==> config.mk <==
export PLATFORM = sky130hd
export DESIGN_NAME = waveform_synth
export DESIGN_NICKNAME = d
export VERILOG_FILES = /design/src/rtl/waveform_synth.sv
export SDC_FILE = /design/constraint.sdc
export NUM_CORES = 1
export LEC_CHECK = 0
export ABC_AREA = 1
export CAP_MARGIN = 20
export CORE_MARGIN = 1.5
export CORE_UTILIZATION = 24
export DETAILED_ROUTE_END_ITERATION = 6
export GPL_TIMING_DRIVEN = 0
export SYNTH_ARGS = -nofsm -noshare
export SYNTH_HDL_FRONTEND = slang
export SYNTH_SLANG_ARGS = --single-unit
==> constraint.sdc <==
create_clock -name clk -period 1.6 [get_ports clk]
set_input_delay 0.32 -clock clk [delete_from_list [all_inputs] [get_ports clk]]
set_output_delay 0.32 -clock clk [all_outputs]
set_load 0.1 [all_outputs]
==> src/rtl/waveform_synth.sv <==
// Sample generator: turns rising edges of the divider's tick into phase steps
// and emits one sample of the selected waveform per step.
module waveform_synth #(
    parameter int unsigned WIDTH = 8
) (
    input  logic             clk,
    input  logic             rst,
    input  logic             tick,
    input  logic             en,
    input  logic [2:0]       sel,
    input  logic [WIDTH-1:0] duty,
    output logic [WIDTH-1:0] wave,
    output logic             valid
);

    localparam logic [WIDTH-1:0] Max = '1;

    typedef enum logic {StUp, StDown} dir_e;

    logic             s1, s2, s3;
    logic             step;
    logic             init_q;
    logic [2:0]       sel_q;
    logic             mode_chg;
    logic [WIDTH-1:0] phase_q;
    logic [WIDTH-1:0] tri_q, tri_d;
    dir_e             dir_q, dir_d;
    logic [WIDTH-1:0] sample;

    assign step = s2 & ~s3 & en;
    // init_q forces the first edge after reset to behave as a mode change
    assign mode_chg = init_q | (sel != sel_q);

    always_comb begin
        sample = '0;
        case (sel_q)
            3'd0:    sample = phase_q;
            3'd1:    sample = ~phase_q;
            3'd2:    sample = tri_q;
            3'd3:    sample = phase_q[WIDTH-1] ? '0 : Max;
            3'd4:    sample = (phase_q < duty) ? Max : '0;
            3'd5:    sample = {phase_q[WIDTH-1 -: 3], {(WIDTH-3){1'b0}}};
            default: sample = '0;
        endcase
    end

    always_comb begin
        dir_d = dir_q;
        tri_d = tri_q;
        if (mode_chg) begin
            dir_d = StUp;
            tri_d = '0;
        end else if (step) begin
            case (dir_q)
                StUp: begin
                    tri_d = tri_q + 1'b1;
                    if (tri_q == Max - 1'b1) dir_d = StDown;
                end
                StDown: begin
                    tri_d = tri_q - 1'b1;
                    if (tri_q == {{(WIDTH-1){1'b0}}, 1'b1}) dir_d = StUp;
                end
                default: dir_d = StUp;
            endcase
        end
    end

    always_ff @(posedge clk or posedge rst) begin
        if (rst) begin
            dir_q <= StUp;
            tri_q <= '0;
        end else begin
            dir_q <= dir_d;
            tri_q <= tri_d;
        end
    end

    always_ff @(posedge clk or posedge rst) begin
        if (rst) begin
            s1      <= 1'b0;
            s2      <= 1'b0;
            s3      <= 1'b0;
            init_q  <= 1'b1;
            sel_q   <= '0;
            phase_q <= '0;
            wave    <= '0;
            valid   <= 1'b0;
        end else begin
            s1    <= tick;
            s2    <= s1;
            s3    <= s2;
            valid <= 1'b0;
            if (mode_chg) begin
                init_q  <= 1'b0;
                sel_q   <= sel;
                phase_q <= '0;
            end else if (step) begin
                wave    <= sample;
                valid   <= 1'b1;
                phase_q <= phase_q + 1'b1;
            end
        end
    end

endmodule

# After elaboration in Yosys (flattened, before gate mapping)
# Index checks and enable logic that the tools add are counted.
[classes]
add_sub_neg = 3
order_cmp = 1
n_eq_ne = 8
mux = 15
n_bitwise = 7
n_reduce_logical = 3
[ops]
columns = ["operator", "n"]
rows = [
  ["two-way mux 8 bit", 6],
  ["case mux 8 bit (6 select lines)", 1],
  ["adder 8 x 1 -> 8 bit (second input constant)", 2],
  ["case mux 8 bit (2 select lines)", 1],
  ["equality test 8 x 1 -> 1 bit (second input constant)", 1],
  ["equality test 8 bit (second input constant)", 1],
  ["less-than comparator 8 bit", 1],
  ["inverter 8 bit", 1],
  ["subtractor 8 x 1 -> 8 bit (second input constant)", 1],
  ["equality test 3 x 2 -> 1 bit (second input constant)", 2],
  ["equality test 3 bit (second input constant)", 2],
  ["two-way mux 1 bit", 6],
  ["equality test 3 x 1 -> 1 bit (second input constant)", 1],
  ["logical NOT 3 bit", 1],
  ["inequality test 3 bit", 1],
  ["inverter 1 bit", 3],
  ["AND 1 bit", 2],
  ["case mux 1 bit (2 select lines)", 1],
  ["AND reduction 2 bit", 1],
  ["nonzero test 2 bit", 1],
  ["bitwise OR 1 bit", 1],
]
[word_totals]
register_bits = 33
input_bits = 15
output_inout_bits = 9
wordCells = 47

# Longest topological paths before layout
# Gate-level depths: netlist of the first run.
[logic_depth]
ltp_word = 5
depth_mapped = 11
depth_no_buf = 11

# Worst setup path after synthesis of the first run
# OpenSTA, ideal clock, no wires.
[synth_path]
path_type = "reg-to-reg"
startpoint = "register phase_q[7]"
endpoint = "register wave[4]"
setup_time_ps = 120
arrival_ps = 1256
required_ps = 1480
slack_ps = 224
stages_incl_launch_ff = 10
n_path_buf = 0
period_less_slack_ps = 1376
path_cell_list = "dfrtp_1 ha_1 nand2_1 inv_1 and3_1 nor2_1 nand2_1 nand2_1 nand2_1 nand2_1"
[synth_via]
elab_chain_len = 3
word_cells_on_any_way = 4
cone_classes = "order compare: 1; mux: 3"
[synth_rtl]
columns = ["item", "line_no", "text"]
rows = [
  ["from (decl)", "25", "logic [WIDTH-1:0] phase_q;"],
  ["from (signal assigned)", "100", "phase_q <= phase_q + 1'b1;"],
  ["less-than comparator 8 bit", "41", "3'd4: sample = (phase_q < duty) ? Max : '0;"],
  ["two-way mux 8 bit", "41", ""],
  ["case mux 8 bit (6 select lines) *", "36", "case (sel_q)"],
  ["to (signal assigned)", "98", "wave <= sample;"],
  ["to (decl)", "12", "output logic [WIDTH-1:0] wave,"],
]
# Every way passes the cells marked *; elsewhere a longest branch is shown, timed or not.
# A chain may end at the register's enable or synchronous reset.

# Worst setup path after layout of the first run
[layout_path]
startpoint = "register wave[5]"
endpoint = "output port wave[5]"
# No word-level cell between the ends.

==> results.toml, run 1 <==
[setup_path]
cp-start-kind = "flop"
worstSetupPathType = "reg -> out"
timing.rr.start = "phase_q[7]"
end_kind = "output port"
cp_top_family = "buffers and inverters"
r2r_end = "wave[6]"
r2r_slack_ps = 120
crit_buf_inv = 1
r2r_cells = 9
crit_fanout = 2
slowest_delay_ps = 560
arrival_ps = 1210
slowest_stage = "clkdlybuf4s15_2"
required_ps = 1280
cp_cell_sequence = "clkdlybuf4s15_2"

[timing]
worst_slew_pin_slew_ps = 598.1
slew_viol_final = 0
grt_setup_unrepaired = "false"
tns_ps = 0
fin_skew_ps = 8.432
finalCritPeriodShare = 0.9534
finalSetupViolations = 0
hold_viol_final = 0
final.setup.worst_slack_ps = 74.63
max_freq_ghz = 0.6556
period_needed_ps = 1525
maxSlewHeadroom = 0.6008

[floorplanning]
die_area_sq_um = 9286
die_y_um = 96.37
num_rows = 33
initial_core_util = 0.2508
ioPinCount = 24
fp.coreArea_sq_um = 8341
chipWidth_um = 96.37

[synthesis]
synthFlopType = "dfrtp_1"
yosys_warnings = 0
synthCells = 296
avgSynthCellArea_sq_um = 7.068
synth_top_area_frac = 0.3828
syn-num-nets = 323
ys_seq_area_frac = 0.3953
yosysTopAreaCell = "dfrtp_1"
synth_area_leaders = "dfrtp_1, nand2_1, ha_1"
ys_ff_latch = 33
synth_edf_count = 0
synthDistinctLibCells = 27
synth_area_sq_um = 2092
synthArstFlopShare = 1.000

[min_path]
min-delay-start = "s1"
hp-class = "reg -> reg"
hold_path_depth = 0
hold_end = "s2"

[pwr]
power_frac_clock = 0.336
p_int_mw = 1.399
p_sw_mw = 0.7048
seq_power_share = 0.428
swShare = 0.3351
comb_power_share = 0.236
ir_drop_mv = 0.5803
cellPowerDensity_nw_per_um2 = 774.7
power.leakage_nw = 1.399

[final_layout]
area_delta_synth_final_pct = 29.78
layout_commonest_cell = "nand2_1"
insertedDiodeCount = 0
layout.nets = 360
drive_above_1_share = 0.1766
layout_common_cells = "nand2_1, nor2_1, inv_1, dfrtp_1, nand3_1"
ff_latch_area_sq_um = 828.3
multi_input_area_sq_um = 1152
fill_cells = 915

[global_route]
overflow = 0
gr-max-usage-layer = "met2"
grt_pass1_vias = 1853
grtUsageTotal = 0.1186
grt_pass1_wl_um = 8597
use_met1 = 0.1578
use_met2 = 0.1948
met3_usage = 0.01896
grt_max_degree = 22
antenna_found_initial = 0

[job]
cap_viol_max_count = 0

[clock_network]
clk_pin_slew_ps = 70
cts_buffers = 5
cts_num_sinks = 33
cts_hold_buf = 0
root_buffer = "clkbuf_8"
cts_tree = "built"
clock_latency_ps = 290
cts.path.max_buffers = 2
htreeDepth = 2

[placement]
hpwl_um = 3677
numPortBuffers = 23
gp_congestion = 0.9052
dp_slack_ps = -401.6

[detailed_routing]
wl_per_cell_um = 11.39
drtIter0Drc = 92
drc = 0
wl_um = 5001
dr_total_vias = 1952
dr.pass1.iters = 4
antenna_left = 0
vias_per_cell = 4.446

[run_status]
outcome = "finished, final reports clean"
[kinds of logic after synthesis]
| logic type | Yosys count | share of synthesized area |
|---|---|---|
| buffers and inverters | 45 | 0.08911 |
| flip-flops | 33 | 0.3953 |
| other | 1 | 0.001793 |
| adder cells (fa/ha/maj) | 12 | 0.07177 |
| AO/OA/AOI/OAI | 25 | 0.06579 |
| XOR/XNOR | 3 | 0.01256 |
| AND/OR/NAND/NOR | 177 | 0.3636 |
[flip-flops by register name, indices dropped and copies added, names as in the netlist]
name and cells:
phase_q 8, tri_q 8, wave 8, sel_q 3, dir_q 1, init_q 1, s1 1, s2 1
s3 1, valid 1
[through the flow]
| step | cells | utilization | total power, mW | hold WS, ps | cell area, sq um |
|---|---|---|---|---|---|
| after floorplan | 296 | - | 1.263 | 331.2 | 2092 |
| final | 439 | 0.3255 | 2.103 | 354.2 | 2715 |
| after global routing | 439 | 0.3255 | 2.192 | 367.3 | 2715 |
| after detailed placement | 425 | 0.2975 | 1.406 | 340.4 | 2481 |
| after global placement | 424 | 0.2942 | 1.396 | 331.1 | 2454 |
| after CTS | 433 | 0.3126 | 2.120 | 355.8 | 2608 |
[cells in the mapped netlist (3+ instances only)]
cell type / number
clkbuf_1: 3
nand3_1: 22
o22ai_1: 6
nor2_1: 36
ha_1: 12
nand2_1: 101
dfrtp_1: 32
nor3_1: 6
o21ai_0: 7
inv_1: 36
a21oi_1: 10
xor2_1: 3
[how the worst max path moves through the flow]
stage,start,to,cells past startpoint
floorplan,phase_q[7],wave[4],9
global placement,duty[7],wave[6],11
detailed placement,duty[6],wave[6],11
CTS,duty[7],wave[4],11
global route,phase_q[7],wave[4],7
finish,wave[5],wave[5],1
[layer usage]
layer	part of all wire	wire length, um	up-vias
met2	0.47	2345	41
met4	0.013	63	0
li1	-	-	996
met3	0.040	200	6
met1	0.48	2391	909
met5	0	0	-
[cell type report]
cell class	count	share of cell area
inverter	39	0.05438
buffer	6	0.01429
sequential	33	0.3051
clock buffer	7	0.03548
clock inverter	1	0.001843
timing repair buffer	30	0.1161
multi-input combinational	218	0.4244
tap	105	0.04839
[power groups by stage]
stage | combinational (mW) | clock, mW | sequential, mW
after floorplan | 0.127 | 0 | 1.14
after global placement | 0.481 | 0 | 0.915
after detailed placement | 0.492 | 0 | 0.914
after CTS | 0.487 | 0.734 | 0.899
final | 0.497 | 0.707 | 0.900
after global routing | 0.528 | 0.761 | 0.903
[repair_timing]
| action | CTS | global route |
|---|---|---|
| pin swaps | 5 | 4 |
| gates resized for setup | 30 | 21 |
| setup buffers | 0 | 6 |
| endpoints found under the setup margin | 17 | 14 |
Power figures use the tool's default switching activity.
==> inputs of run 2 (changes only) <==
--- a/config.mk
+++ b/config.mk
@@ -11,6 +11,7 @@
 export CORE_UTILIZATION = 24
 export DETAILED_ROUTE_END_ITERATION = 6
 export GPL_TIMING_DRIVEN = 0
+export SLEW_MARGIN = 40
 export SYNTH_ARGS = -nofsm -noshare
 export SYNTH_HDL_FRONTEND = slang
 export SYNTH_SLANG_ARGS = --single-unit
==> run 2 against run 1 <==
Effect of this change: global-route usage is essentially flat; clock power shrank 14%; via count shrank 1.7%; sequential cell count is the same; sequential share of layout area grew 1.7 points; highest routed layer unchanged.
==> results.toml, run 2 (synthesis results as in run 1) <==
[final_layout]
fill_cells = 934
area_delta_synth_final_pct = 23.09
layout_common_cells = "nand2_1, nor2_1, inv_1"
largestRegisters = "phase_q: 8 flops, tri_q: 8 flops, wave: 8 flops"
drive_above_1_share = 0.1441
layout_commonest_cell = "nand2_1"
insertedDiodeCount = 0
layout.nets = 359

[timing]
maxSlewHeadroom = 0.5376
slew_viol_final = 0
worst_slew_pin_slew_ps = 692.6
finalCritPeriodShare = 0.9496
tns_ps = 0
max_freq_ghz = 0.6582
final.setup.worst_slack_ps = 80.65
fin_skew_ps = 5.207
period_needed_ps = 1519
finalSetupViolations = 0
hold_viol_final = 0
grt_setup_unrepaired = "true"

[floorplanning]
die_area_sq_um = 9286
die_y_um = 96.37
initial_core_util = 0.2508
fp.coreArea_sq_um = 8341
num_rows = 33
chipWidth_um = 96.37
ioPinCount = 24

[setup_path]
end_kind = "flop"
cp-start-kind = "input port"
required_ps = 1830
cp_cell_sequence = "clkdlybuf4s50_1 -> inv_1 -> ha_1 -> and3_1 -> nor2_2 -> nand2_4 -> nand2_1 -> nand2_1 -> nand2_1"
arrival_ps = 1750
slowest_delay_ps = 460
slowest_stage = "clkdlybuf4s50_1"
crit_fanout = 8
worstSetupPathType = "in -> reg"
crit_path_frequent_cell = "nand2_1"

[detailed_routing]
wl_um = 4939
antenna_left = 0
dr.pass1.iters = 4
wl_per_cell_um = 11.28
drtIter0Drc = 97
drc = 0
dr_total_vias = 1919
vias_per_cell = 4.381

[clock_network]
clock_latency_ps = 290
cts_tree = "built"
root_buffer = "clkbuf_8"
cts.path.max_buffers = 2
htreeDepth = 2
cts_buffers = 5
clk_pin_slew_ps = 70
cts_num_sinks = 33

[global_route]
grtUsageTotal = 0.1186
overflow = 0
grt_pass1_wl_um = 8528
antenna_found_initial = 0
grt_max_degree = 34
grt_pass1_vias = 1819

[placement]
dp_slack_ps = -400.9
hpwl_um = 3629
numPortBuffers = 23
gp_congestion = 0.9052

[min_path]
hp-class = "reg -> reg"

[pwr]
ir_drop_mv = 0.6658
cellPowerDensity_nw_per_um2 = 766.1
power.leakage_nw = 1.383

[run_status]
outcome = "finished, final reports clean"

[job]
cap_viol_max_count = 0
run 2: critical path: cells and delay by family:
family	cells	cell delay, ps
fa+ha+maj	1	290
buf+inv	2	510
simple gates	6	620
run 2: what timing repair did:
action	4_1_cts	5_1_grt
gates resized for setup	3	11
setup buffers	3	3
endpoints found under the setup margin	9	8
hold buffers	0	0
gates cloned	0	0
pin swaps	10	5
run 2: stage by stage:
step           utilization  hold slack, ps  total power, mW  instances  area (sq um)
6_report            0.3087           350.6            1.973        438          2575
5_1_grt             0.3087           364.8            2.071        438          2575
4_1_cts             0.3014           351.4            1.992        435          2514
3_5_place_dp        0.2888           335.6            1.366        424          2409
3_3_place_gp        0.2942           331.1            1.396        424          2454
2_1_floorplan            -           331.2            1.263        296          2092
run 2: worst paths after layout:
| kind | startpoint | to | slack (ps) | cells past startpoint |
|---|---|---|---|---|
| worst max-delay path | duty[5] | wave[6] | 80 | 9 |
| worst min-delay path | s1 | s2 | 350 | 0 |
| worst max register to register | phase_q[7] | wave[6] | 80 | 9 |
| worst min register to register | s1 | s2 | 350 | 0 |
| max in group asynchronous | rst | phase_q[3] | 650 | 2 |
| min in group asynchronous | rst | wave[5] | 460 | 2 |
run 2: report_power, final:
part / internal, mW / switching, mW
clock: 0.301 / 0.310
sequential: 0.875 / 0.0245
combinational: 0.105 / 0.357
total: 1.28 / 0.691
run 2: cell type report:
| class | count | area [sq um] | share of cell area |
|---|---|---|---|
| plain buffers | 6 | 38.79 | 0.01506 |
| clock buffers | 6 | 72.57 | 0.02818 |
| flip-flops and latches | 33 | 828.3 | 0.3217 |
| repair buffers | 29 | 227.7 | 0.08844 |
| inverters | 39 | 147.6 | 0.05734 |
| clock inverters | 2 | 10.01 | 0.003887 |
| well taps | 105 | 131.4 | 0.05102 |
| multi-input cells | 218 | 1119 | 0.4344 |
run 2: metal layers:
metal	global-route usage	vias up	share of wire
met5	0	-	0
met4	0.05314	0	0.023
met3	0.02212	8	0.045
met2	0.1890	43	0.45
met1	0.1555	875	0.48
li1	-	993	-
